## src/rtl/alu_pkg.sv

```systemverilog
// alu_pkg
// Shared definitions for the ALU operand path.
//   SEL_A / SEL_B  : one-hot destination codes on the operand bus; the ALU
//                    input-select logic decodes the same values.
//   DEFAULT_WIDTH  : default operand width in bits.
//   loader_state_t : operand loader state (EMPTY, HAVE_A, HAVE_B, FULL).
package alu_pkg;

    localparam int DEFAULT_WIDTH = 6;
    localparam int DEFAULT_SEL_W = 4;

    localparam logic [DEFAULT_SEL_W-1:0] SEL_A = 4'b0001;
    localparam logic [DEFAULT_SEL_W-1:0] SEL_B = 4'b0010;

    typedef enum logic [1:0] {
        EMPTY  = 2'd0,
        HAVE_A = 2'd1,
        HAVE_B = 2'd2,
        FULL   = 2'd3
    } loader_state_t;

endpackage

```

## src/rtl/operand_reg.sv

```systemverilog
// operand_reg
// WIDTH-bit holding register with load enable and asynchronous active-high reset.
// Ports:
//   clk    in   1      rising-edge clock
//   reset  in   1      asynchronous active-high reset, clears q
//   load   in   1      capture d on the next rising edge
//   d      in   WIDTH  data to capture
//   q      out  WIDTH  held value
module operand_reg
    import alu_pkg::*;
#(
    parameter int WIDTH = DEFAULT_WIDTH
) (
    input  logic             clk,
    input  logic             reset,
    input  logic             load,
    input  logic [WIDTH-1:0] d,
    output logic [WIDTH-1:0] q
);

    // Value only changes on an explicit load; otherwise it holds indefinitely.
    always_ff @(posedge clk or posedge reset) begin
        if (reset) begin
            q <= '0;
        end else if (load) begin
            q <= d;
        end
    end

endmodule

```

## src/rtl/alu_operand_loader.sv

```systemverilog
// alu_operand_loader
// Write side of the ALU operand path. Operands arrive one at a time on a shared
// bus and are steered by a select code into operand registers A and B. Once
// both are held, the pair is presented to the ALU with ops_valid until the ALU
// returns ops_ack.
// Optional feature: define ILLEGAL_SEL_ERR_EN to build a sticky err flag that
// is set by any accepted beat carrying an illegal select code. Without it,
// illegal beats are dropped silently and err is tied low.
// Ports:
//   clk        in   1      rising-edge clock
//   reset      in   1      asynchronous active-high reset
//   din        in   WIDTH  operand data bus
//   sel        in   SEL_W  destination code (SEL_A, SEL_B; others illegal)
//   din_valid  in   1      din/sel valid this cycle
//   din_ready  out  1      an operand can be accepted this cycle
//   a_out      out  WIDTH  operand A register
//   b_out      out  WIDTH  operand B register
//   ops_valid  out  1      both operands held and presented to the ALU
//   ops_ack    in   1      ALU has consumed the operand pair
//   err        out  1      sticky illegal-select flag
module alu_operand_loader
    import alu_pkg::*;
#(
    parameter int WIDTH = DEFAULT_WIDTH,
    parameter int SEL_W = DEFAULT_SEL_W
) (
    input  logic             clk,
    input  logic             reset,
    input  logic [WIDTH-1:0] din,
    input  logic [SEL_W-1:0] sel,
    input  logic             din_valid,
    output logic             din_ready,
    output logic [WIDTH-1:0] a_out,
    output logic [WIDTH-1:0] b_out,
    output logic             ops_valid,
    input  logic             ops_ack,
    output logic             err
);

    localparam logic [SEL_W-1:0] CODE_A = SEL_W'(SEL_A);
    localparam logic [SEL_W-1:0] CODE_B = SEL_W'(SEL_B);

    loader_state_t state;
    loader_state_t next_state;
    logic          accept;
    logic          is_sel_a;
    logic          is_sel_b;
    logic          load_a;
    logic          load_b;

    assign din_ready = (state != FULL);
    assign accept    = din_valid & din_ready;
    assign is_sel_a  = (sel == CODE_A);
    assign is_sel_b  = (sel == CODE_B);

    always_ff @(posedge clk or posedge reset) begin
        if (reset) begin
            state <= EMPTY;
        end else begin
            state <= next_state;
        end
    end

    // Next-state and load decode. An accepted beat with an illegal code leaves
    // both state and registers untouched; the beat is simply consumed.
    always_comb begin
        next_state = state;
        load_a     = 1'b0;
        load_b     = 1'b0;
        unique case (state)
            EMPTY: begin
                if (accept && is_sel_a) begin
                    load_a     = 1'b1;
                    next_state = HAVE_A;
                end else if (accept && is_sel_b) begin
                    load_b     = 1'b1;
                    next_state = HAVE_B;
                end
            end
            HAVE_A: begin
                if (accept && is_sel_a) begin
                    load_a = 1'b1;
                end else if (accept && is_sel_b) begin
                    load_b     = 1'b1;
                    next_state = FULL;
                end
            end
            HAVE_B: begin
                if (accept && is_sel_b) begin
                    load_b = 1'b1;
                end else if (accept && is_sel_a) begin
                    load_a     = 1'b1;
                    next_state = FULL;
                end
            end
            FULL: begin
                if (ops_ack) begin
                    next_state = EMPTY;
                end
            end
            default: next_state = EMPTY;
        endcase
    end

    // ops_valid is a registered copy of "entering or staying in FULL", so it
    // rises on the edge that captures the second operand and falls on the
    // edge that takes the ack.
    always_ff @(posedge clk or posedge reset) begin
        if (reset) begin
            ops_valid <= 1'b0;
        end else begin
            ops_valid <= (next_state == FULL);
        end
    end

    operand_reg #(.WIDTH(WIDTH)) u_reg_a (
        .clk   (clk),
        .reset (reset),
        .load  (load_a),
        .d     (din),
        .q     (a_out)
    );

    operand_reg #(.WIDTH(WIDTH)) u_reg_b (
        .clk   (clk),
        .reset (reset),
        .load  (load_b),
        .d     (din),
        .q     (b_out)
    );

`ifdef ILLEGAL_SEL_ERR_EN
    logic accept_illegal;
    assign accept_illegal = accept & ~is_sel_a & ~is_sel_b;

    // Sticky: once an illegal code has been accepted, only reset clears it.
    always_ff @(posedge clk or posedge reset) begin
        if (reset) begin
            err <= 1'b0;
        end else if (accept_illegal) begin
            err <= 1'b1;
        end
    end
`else
    assign err = 1'b0;
`endif

endmodule
```

## config.mk

```make
export PLATFORM = sky130hd
export DESIGN_NAME = alu_operand_loader
export DESIGN_NICKNAME = d
export VERILOG_FILES = /design/src/rtl/alu_pkg.sv /design/src/rtl/operand_reg.sv /design/src/rtl/alu_operand_loader.sv
export SDC_FILE = /design/constraint.sdc
export NUM_CORES = 1
export LEC_CHECK = 0
export ABC_CLOCK_PERIOD_IN_PS = 1330
export CAP_MARGIN = 20
export CORE_ASPECT_RATIO = 1.1
export CORE_MARGIN = 2
export CORE_UTILIZATION = 35
export CTS_BUF_LIST = sky130_fd_sc_hd__clkbuf_4 sky130_fd_sc_hd__clkbuf_8 sky130_fd_sc_hd__clkbuf_16
export DETAILED_ROUTE_END_ITERATION = 8
export GPL_ROUTABILITY_DRIVEN = 0
export PLACE_DENSITY = 0.8
export SLEW_MARGIN = 15
export SYNTH_ARGS = -nofsm -noshare
export SYNTH_HDL_FRONTEND = slang
export SYNTH_HIERARCHICAL = 1
export SYNTH_SLANG_ARGS = --single-unit
export TNS_END_PERCENT = 100
```

## constraint.sdc

```tcl
create_clock -name clk -period 1.33 [get_ports clk]
set_input_delay 0.266 -clock clk [delete_from_list [all_inputs] [get_ports clk]]
set_output_delay 0.266 -clock clk [all_outputs]
set_load 0.01 [all_outputs]
```

==> impl_metrics.toml, run 1 <==
[status]
status = "completed"

[die]
die_w_um = 46.9
dieArea_mm2 = 0.00240
start_util = 0.363
io_pins = 29
coreArea_mm2 = 0.00196
rows = 17
die_height_um = 51.2

[synth]
synth_area_um2 = 709
yosysWarnings = 6
syn_nets = 62
syn_inst = 48
syn_area_per_cell_um2 = 14.8
synth_seq_area_share = 0.529
ys_ff_latch = 15
synth.distinct_cells = 16

[clocking]
numCtsBuffers = 3
tritoncts = "yes"
path_clk_slew_ns = 0.08
clkSinkCount = 15
clk_path_buf_depth = 2
htreeDepth = 1
post_cts_buffers = 0
cts_root_buf = "clkbuf_4"
worstSkewPairLatency_ns = 0.26

[finish]
final_util = 0.524
design_area_mm2 = 0.00102
drive_above_1_share = 0.329
final_common_cell = "dlygate4sd2_1"
fillCellCount = 191
fin_nets = 94
final_cell_mix = "18 x dlygate4sd2_1, 15 x dfrtp_1, 12 x mux2_4"
diodes = 0
synthToLayoutAreaGrowth_pct = 44.4

[routing]
vias = 475
avgViaCountPerCell = 4.44
drt_pass1_iterations = 4
final_antenna_net_count = 0
drt-total-wl_um = 1280
wire_per_inst_um = 12.0
drt_iter0_drc = 2
drc = 0

[timing]
timing.fmax_ghz = 0.806
skew_ns = 0.00333
setup_violations = 0
drv_slew = 0
rsz0062_at_grt = "no"
min_period_ns = 1.24
final-hold-violation-count = 0
timing.final.crit_share = 0.933

[global_routing]
grt_pass1_wl_um = 2260
grt_pass1_vias = 475
overflow = 0
grt_max_degree = 9
antenna_found_initial = 0
gr-usage-all-layers = 0.127

[power_and_ir_drop]
internal-power_mw = 1.15
p_comb_frac = 0.398
p_leak_nw = 0.508
power.density_mw_per_mm2 = 1570
p_clk_frac = 0.163
p_switching_uw = 460
power_frac_seq = 0.438
worst_ir_drop_vdd_v = 0.00105
p_sw_frac = 0.286

[setup_path]
path_max_fanout = 6
critPathLaunchType = "register"
crit_type = "register to register"
crit_family = "simple AND/OR/NAND/NOR gates"
cpMaxStageDelayCell = "dfrtp_1"
arrival_ns = 1.40
cpPeakStageDelay_ns = 0.40
worstPathRequired_ns = 1.48
worstPathCellList = "nand2_2 -> and4_4 -> mux2_4"
endpoint_kind = "register"
path_buf_inv = 0

[run]
drv_cap = 0

[place]
port_buffers = 27
dp_hpwl_um = 1010
placed_area_mm2 = 0.00101

[worst_hold_path]
hold_class = "input pin to async pin"
## cell usage after synthesis (all sizes together)
master  count  area share
a21oi       1      0.0070
a31oi       3       0.026
and3        1       0.011
and4        1       0.014
and4bb      2       0.035
buf         3       0.042
conb        1      0.0053
dfrtp      15        0.53
inv         4       0.021
mux2       12        0.25
nand2       1      0.0053
nor2b       1      0.0088
nor3b       1       0.026
o21ai       2       0.014
## power groups by stage
stage / sequential, mW / clock, mW / combinational (mW)
floorplan: 0.786 / 0 / 0.264
global placement: 0.717 / 0 / 0.737
detailed placement: 0.715 / 0 / 0.747
CTS: 0.707 / 0.271 / 0.649
global route: 0.727 / 0.301 / 0.693
finish: 0.705 / 0.262 / 0.640
## area by class of cell
type,instances,area (um^2),share of cell area
clock buffer,4,30.0,0.0293
timing repair buffer,30,265,0.259
tap,28,35.0,0.0342
inverter,4,15.0,0.0147
sequential,15,375,0.366
multi-input combinational,26,304,0.297
## worst register-to-register path, delay by kind of cell (launching register included)
kind / cells / cell delay (ns)
flops: 1 / 0.40
mux: 1 / 0.31
simple gates: 2 / 0.43
## repair_timing
item | in CTS | in global routing
hold buffers | 0 | 0
pin swaps | 2 | 0
resized for setup | 22 | 3
endpoints found under the setup margin | 26 | 7
## cell families (layout without fill, tap and decap cells)
family | count (synthesis) | count (layout) | synth area share
mux | 12 | 12 | 0.254
compound gates | 6 | 6 | 0.0476
simple gates | 7 | 7 | 0.101
other cells | 1 | 1 | 0.00529
flops | 15 | 15 | 0.529
buf+inv | 7 | 38 | 0.0635
## state kept, by name, summed over array words and instances, names as in the netlist
name       flops
u_reg_a/q      6
u_reg_b/q      6
state          2
ops_valid      1
## path summary, 6_finish.rpt
path	endpoint	from	slack (ns)	cells past startpoint
worst max-delay path	u_reg_a/q[4]	state[1]	0.09	3
worst min-delay path	ops_valid	reset	0.22	2
worst max register to register	u_reg_a/q[4]	state[1]	0.09	3
worst min register to register	u_reg_b/q[2]	u_reg_b/q[2]	0.51	1
max in group asynchronous	u_reg_b/q[2]	reset	0.83	2
min in group clk	u_reg_b/q[2]	u_reg_b/q[2]	0.51	1
## stage by stage
step	instances	setup TNS (ns)	hold slack (ns)	worst slack [ns]	power (mW)
5_1_grt	107	0	0.242	0.0372	1.72
4_1_cts	107	0	0.219	0.0177	1.63
3_3_place_gp	103	-4.83	0.496	-0.417	1.45
3_5_place_dp	103	-5.36	0.495	-0.452	1.46
6_report	107	0	0.220	0.0889	1.61
2_1_floorplan	48	0	0.0196	0.0368	1.05
## layer usage
metal | routed length, um | GRT usage
met1 | 609 | 0.204
met2 | 582 | 0.176
met3 | 92 | 0.0353
met4 | 0 | 0.0139
met5 | 0 | 0
No activity file was read; power rests on OpenSTA's default activity.
==> run 2: changes to the inputs <==
--- a/config.mk
+++ b/config.mk
@@ -8,7 +8,7 @@
 export ABC_CLOCK_PERIOD_IN_PS = 1330
 export CAP_MARGIN = 20
 export CORE_ASPECT_RATIO = 1.1
-export CORE_MARGIN = 2
+export CORE_MARGIN = 3
 export CORE_UTILIZATION = 35
 export CTS_BUF_LIST = sky130_fd_sc_hd__clkbuf_4 sky130_fd_sc_hd__clkbuf_8 sky130_fd_sc_hd__clkbuf_16
 export DETAILED_ROUTE_END_ITERATION = 8
==> run 2 against run 1 <==
  * Sequential cell count did not move
  * Sequential share of layout area fell by 0.62 points
  * Register-to-register slack got worse by 0.02 ns
  * Clock skew fell by 0.0030 ns
  * Count of clock-buffer cells in the layout did not move
  * Clock power rose by 3%
  * Non-clock buffer count rose by 2
  * Die area rose by 8.3%
  * Critical path depth did not move
==> impl_metrics.toml, run 2 (synthesized netlist as in run 1, its figures left out) <==
[setup_path]
cp-startpoint = "state[1]"
endpoint_kind = "register"
crit_type = "register to register"
critPathLaunchType = "register"
r2r_start = "state[1]"
path_max_fanout = 6
worstPathRequired_ns = 1.49
r2r_cells = 3
arrival_ns = 1.42

[global_routing]
overflow = 0
grt_pass1_vias = 526
grt_max_degree = 9
antenna_found_initial = 0
gr-usage-all-layers = 0.124
grt_pass1_wl_um = 2370

[finish]
drive_above_1_share = 0.346
final_common_cell = "dlygate4sd2_1"
design_area_mm2 = 0.00104
fin_nets = 96
final_cell_mix = "17 x dlygate4sd2_1, 15 x dfrtp_1, 12 x mux2_4"
diodes = 0
reg_top3 = "u_reg_a/q x6, u_reg_b/q x6, state x2"
synthToLayoutAreaGrowth_pct = 46.9

[die]
io_pins = 29
die_height_um = 53.2
dieArea_mm2 = 0.00260
die_w_um = 48.9
coreArea_mm2 = 0.00184
start_util = 0.385
rows = 16

[worst_hold_path]
hold_class = "input pin to async pin"

[timing]
min_period_ns = 1.26
layout_setup_ws_ns = 0.0733
rsz0062_at_grt = "no"
skew_ns = 0.000291
timing.final.crit_share = 0.945
setup_violations = 0
tns_ns = 0
timing.hold.ws_ns = 0.212
drv_slew = 0
final-hold-violation-count = 0
timing.fmax_ghz = 0.796

[status]
status = "completed"

[place]
dp_hpwl_um = 1160
place_ws_ns = -0.440
port_buffers = 27
placed_area_mm2 = 0.00102

[power_and_ir_drop]
p_leak_nw = 0.526
worst_ir_drop_vdd_v = 0.00100
power.density_mw_per_mm2 = 1560

[clocking]
cts_hold_buffers = 0
worstSkewPairLatency_ns = 0.27
tritoncts = "yes"
clkSinkCount = 15
path_clk_slew_ns = 0.08
numCtsBuffers = 3
cts_root_buf = "clkbuf_4"
htreeDepth = 1
clk_path_buf_depth = 2

[routing]
wire_per_inst_um = 13.5
avgViaCountPerCell = 4.61
vias = 498
drt_pass1_iterations = 3
final_antenna_net_count = 0
drc = 0
drt_iter0_drc = 1
drt-total-wl_um = 1460

[run]
drv_cap = 0
[run 2: changes by cell type in the layout (fill, tap and decap cells not counted)]
cell	delta
dlygate4sd2_1	-1
dlymetal6s2s_1	+1
buf_4	+2
[run 2: power by group]
| part | leakage (nW) | total, mW | internal (mW) | switching, mW |
|---|---|---|---|---|
| clock | 0.0184 | 0.269 | 0.137 | 0.133 |
| combinational | 0.322 | 0.658 | 0.400 | 0.258 |
| sequential | 0.186 | 0.701 | 0.615 | 0.0861 |
| total | 0.526 | 1.63 | 1.15 | 0.477 |
[run 2: metrics by stage]
| stage | instances | util | power [mW] |
|---|---|---|---|
| after floorplan | 48 | - | 1.05 |
| after global placement | 103 | 0.552 | 1.46 |
| after CTS | 108 | 0.567 | 1.66 |
| after detailed placement | 103 | 0.552 | 1.48 |
| after global routing | 108 | 0.566 | 1.73 |
| final | 108 | 0.566 | 1.63 |
[run 2: worst paths after layout]
check / slack [ns] / endpoint
setup / recovery: 0.07 / u_reg_a/q[1]
hold / removal: 0.21 / ops_valid
setup reg to reg: 0.07 / u_reg_a/q[1]
hold reg to reg: 0.50 / u_reg_a/q[3]
max in group asynchronous: 0.87 / u_reg_b/q[3]
min in group clk: 0.48 / state[0]
[run 2: worst max-delay path: stages (launching register included)]
cell and delay (ns):
dfrtp_1 0.39, nand2_2 0.11, and4_4 0.32, mux2_4 0.32
[run 2: area by class of cell]
cell class	instances	area, um^2
fillers	174	800
flip-flops and latches	15	375
multi-input cells	26	304
repair buffers	32	284
well taps	27	33.8
clock buffers	4	30.0
inverters	4	15.0
[run 2: layer usage]
layer | GRT usage | up-vias | share of wire
met2 | 0.210 | 21 | 0.52
met3 | 0.0366 | 0 | 0.071
met5 | 0 | - | 0
met4 | 0.0711 | 0 | 0
met1 | 0.139 | 246 | 0.41
li1 | - | 231 | -
[run 2: what timing repair did]
action / in CTS / in global routing
pin swaps: 3 / 0
setup buffers: 1 / 0
gates cloned: 0 / 0
endpoints found under the setup margin: 26 / 13
resized for setup: 23 / 2
==> run 3: changes to the inputs <==
--- a/config.mk
+++ b/config.mk
@@ -5,15 +5,16 @@
 export SDC_FILE = /design/constraint.sdc
 export NUM_CORES = 1
 export LEC_CHECK = 0
+export ABC_AREA = 1
 export ABC_CLOCK_PERIOD_IN_PS = 1330
-export CAP_MARGIN = 20
+export CAP_MARGIN = 30
 export CORE_ASPECT_RATIO = 1.1
 export CORE_MARGIN = 3
 export CORE_UTILIZATION = 35
 export CTS_BUF_LIST = sky130_fd_sc_hd__clkbuf_4 sky130_fd_sc_hd__clkbuf_8 sky130_fd_sc_hd__clkbuf_16
 export DETAILED_ROUTE_END_ITERATION = 8
 export GPL_ROUTABILITY_DRIVEN = 0
-export PLACE_DENSITY = 0.8
+export PLACE_DENSITY = 0.81
 export SLEW_MARGIN = 15
 export SYNTH_ARGS = -nofsm -noshare
 export SYNTH_HDL_FRONTEND = slang
==> run 3 against run 2 <==
  * Utilization increased by 2.4 points
  * Setup slack got worse by 0.011 ns
  * Combinational power fell by 16%
  * Count of clock-buffer cells in the layout shrank 1
  * Die area fell by 4.7%
  * Area after synthesis down 5.3%
  * Power is 7.2% lower
  * Non-clock buffer count fell by 1
  * Wire length is 7.3% lower
==> impl_metrics.toml, run 3 <==
[status]
status = "completed"

[synth]
yosys.area_share.simple = 0.352
postSynth.asyncResetShare = 1.00
synth-edff-count = 0
synth_compound_area_frac = 0
yosys-top-cells-area = "dfrtp_1 56%, nand2_1 21%, nand2_2 4.7%, inv_1 4.5%, nor2_4 3.4%"
ys.flop_type = "dfrtp_1"
yosysTopAreaCell = "dfrtp_1"
synth_seq_area_share = 0.559
ys_ff_latch = 15
syn_area_per_cell_um2 = 8.19
synth_top_family_by_area = "simple AND/OR/NAND/NOR gates"
synth_xor_area_frac = 0
yosysWarnings = 6
synth.most_common_cell = "nand2_1"
synthAdderAreaFrac = 0
synth_area_um2 = 672
ys_top_cells_by_count = "38 x nand2_1, 15 x dfrtp_1, 8 x inv_1"
synth.distinct_cells = 12
netlist.area_leader.share = 0.559
syn_nets = 96
syn_inst = 82
synth_mux_area_frac = 0

[power_and_ir_drop]
p_leak_nw = 0.574
power.density_mw_per_mm2 = 1520
worst_ir_drop_vdd_v = 0.000681

[setup_path]
cpMaxStageDelayCell = "dfrtp_1"
arrival_ns = 1.00
worstPathCellList = "nand2_2 -> clkdlybuf4s15_1"
critPathLaunchType = "register"
path_max_fanout = 3
crit_type = "register to output port"
cpPeakStageDelay_ns = 0.41
worstPathRequired_ns = 1.06
endpoint_kind = "output port"

[global_routing]
met3_usage = 0.0519
overflow = 0
gr-usage-all-layers = 0.132
top_usage_layer = "met2"
grt_pass1_vias = 567
antenna_found_initial = 0
gr-usage-met1 = 0.151
grt_max_degree = 10
grt_use_met2 = 0.214
grt_pass1_wl_um = 2300

[clocking]
clkSinkCount = 15
worstSkewPairLatency_ns = 0.28
htreeDepth = 1
cts_hold_buffers = 0
numCtsBuffers = 3
post_cts_buffers = 0
cts_root_buf = "clkbuf_4"
clk_path_buf_depth = 2
path_clk_slew_ns = 0.09
tritoncts = "yes"

[place]
place_ws_ns = -0.124
port_buffers = 27
placed_area_um2 = 986
dp_cells = 129
dp_hpwl_um = 1150

[finish]
synthToLayoutAreaGrowth_pct = 48.4
fin_nets = 131
diodes = 0
drive_above_1_share = 0.198
design_area_um2 = 997
final_common_cell = "nand2_1"
reg_top3 = "u_reg_a/q x6, u_reg_b/q x6, state x2"
final_cell_mix = "38 x nand2_1, 15 x dfrtp_1, 13 x clkdlybuf4s50_1, 13 x dlygate4sd2_1, 8 x inv_1"
final_cells = 133

[timing]
final-hold-violation-count = 0
tns_ns = 0
drv_slew = 0
setup_violations = 0
timing.hold.ws_ns = 0.205
timing.fmax_ghz = 0.789
skew_ns = 0.00367
layout_setup_ws_ns = 0.0621
timing.final.crit_share = 0.953
rsz0062_at_grt = "no"
min_period_ns = 1.27

[routing]
avgViaCountPerCell = 4.44
drt_iter0_drc = 9
drt_pass1_iterations = 3
drt-total-wl_um = 1350
final_antenna_net_count = 0
vias = 590
drc = 0
wire_per_inst_um = 10.2

[worst_hold_path]
hold_class = "input pin to async pin"

[die]
rows = 15
io_pins = 29
die_height_um = 52.0
dieArea_mm2 = 0.00248
start_util = 0.398
coreArea_mm2 = 0.00169
die_w_um = 47.8

[run]
drv_cap = 0
[run 3: cell types whose count changed in the layout (fill, tap and decap cells not counted), moves of 3 or more]
cell and change:
inv_2 +5, dlygate4sd2_1 -4, a31oi_1 -3, nand2_2 +4, nand2_1 +38, clkdlybuf4s50_1 +5
inv_1 +4, mux2_4 -12, nor2_1 +3
[run 3: repair_timing]
item,CTS,global route
cloned,0,0
gates resized for setup,14,1
endpoints found under the setup margin,14,1
[run 3: critical path, delay by kind of cell (launching register included)]
| kind | cells | cell delay (ns) |
|---|---|---|
| flops | 1 | 0.41 |
| buf+inv | 1 | 0.23 |
| simple gates | 1 | 0.08 |
[run 3: power breakdown]
| part | internal (mW) | total [mW] | leakage [nW] | switching [mW] |
|---|---|---|---|---|
| combinational | 0.272 | 0.555 | 0.366 | 0.284 |
| clock | 0.112 | 0.256 | 0.0177 | 0.145 |
| sequential | 0.614 | 0.701 | 0.191 | 0.0865 |
[run 3: path summary, 6_finish.rpt]
kind | from | end | slack (ns) | depth (start not counted)
worst max-delay path | state[1] | din_ready | 0.06 | 2
worst max register to register | state[1] | u_reg_b/q[3] | 0.15 | 9
min in group clk | u_reg_a/q[5] | u_reg_a/q[5] | 0.47 | 2
worst min register to register | u_reg_a/q[5] | u_reg_a/q[5] | 0.47 | 2
worst min-delay path | reset | ops_valid | 0.21 | 2
max in group asynchronous | reset | u_reg_a/q[0] | 0.89 | 2
[run 3: metrics by stage]
step / util / total power [mW]
2_1_floorplan: - / 0.989
3_3_place_gp: 0.584 / 1.37
3_5_place_dp: 0.584 / 1.38
4_1_cts: 0.590 / 1.54
5_1_grt: 0.590 / 1.63
6_report: 0.590 / 1.51
[run 3: routing by layer]
layer | part of all wire | vias up
li1 | - | 300
met1 | 0.40 | 270
met2 | 0.51 | 16
met3 | 0.069 | 4
met4 | 0.016 | 0
met5 | 0 | -
[run 3: logic make-up (layout without fill, tap and decap cells)]
logic type	Yosys count	count (layout)
buf+inv	14	48
other cells	1	1
simple gates	52	52
flops	15	15
[run 3: layout make-up]
class | count | area (um^2)
Fill cell | 153 | 692
Sequential cell | 15 | 375
Timing Repair Buffer | 31 | 284
Multi-Input combinational cell | 53 | 240
Inverter | 13 | 48.8
Clock buffer | 3 | 22.5
Tap cell | 17 | 21.3
Clock inverter | 1 | 5.00
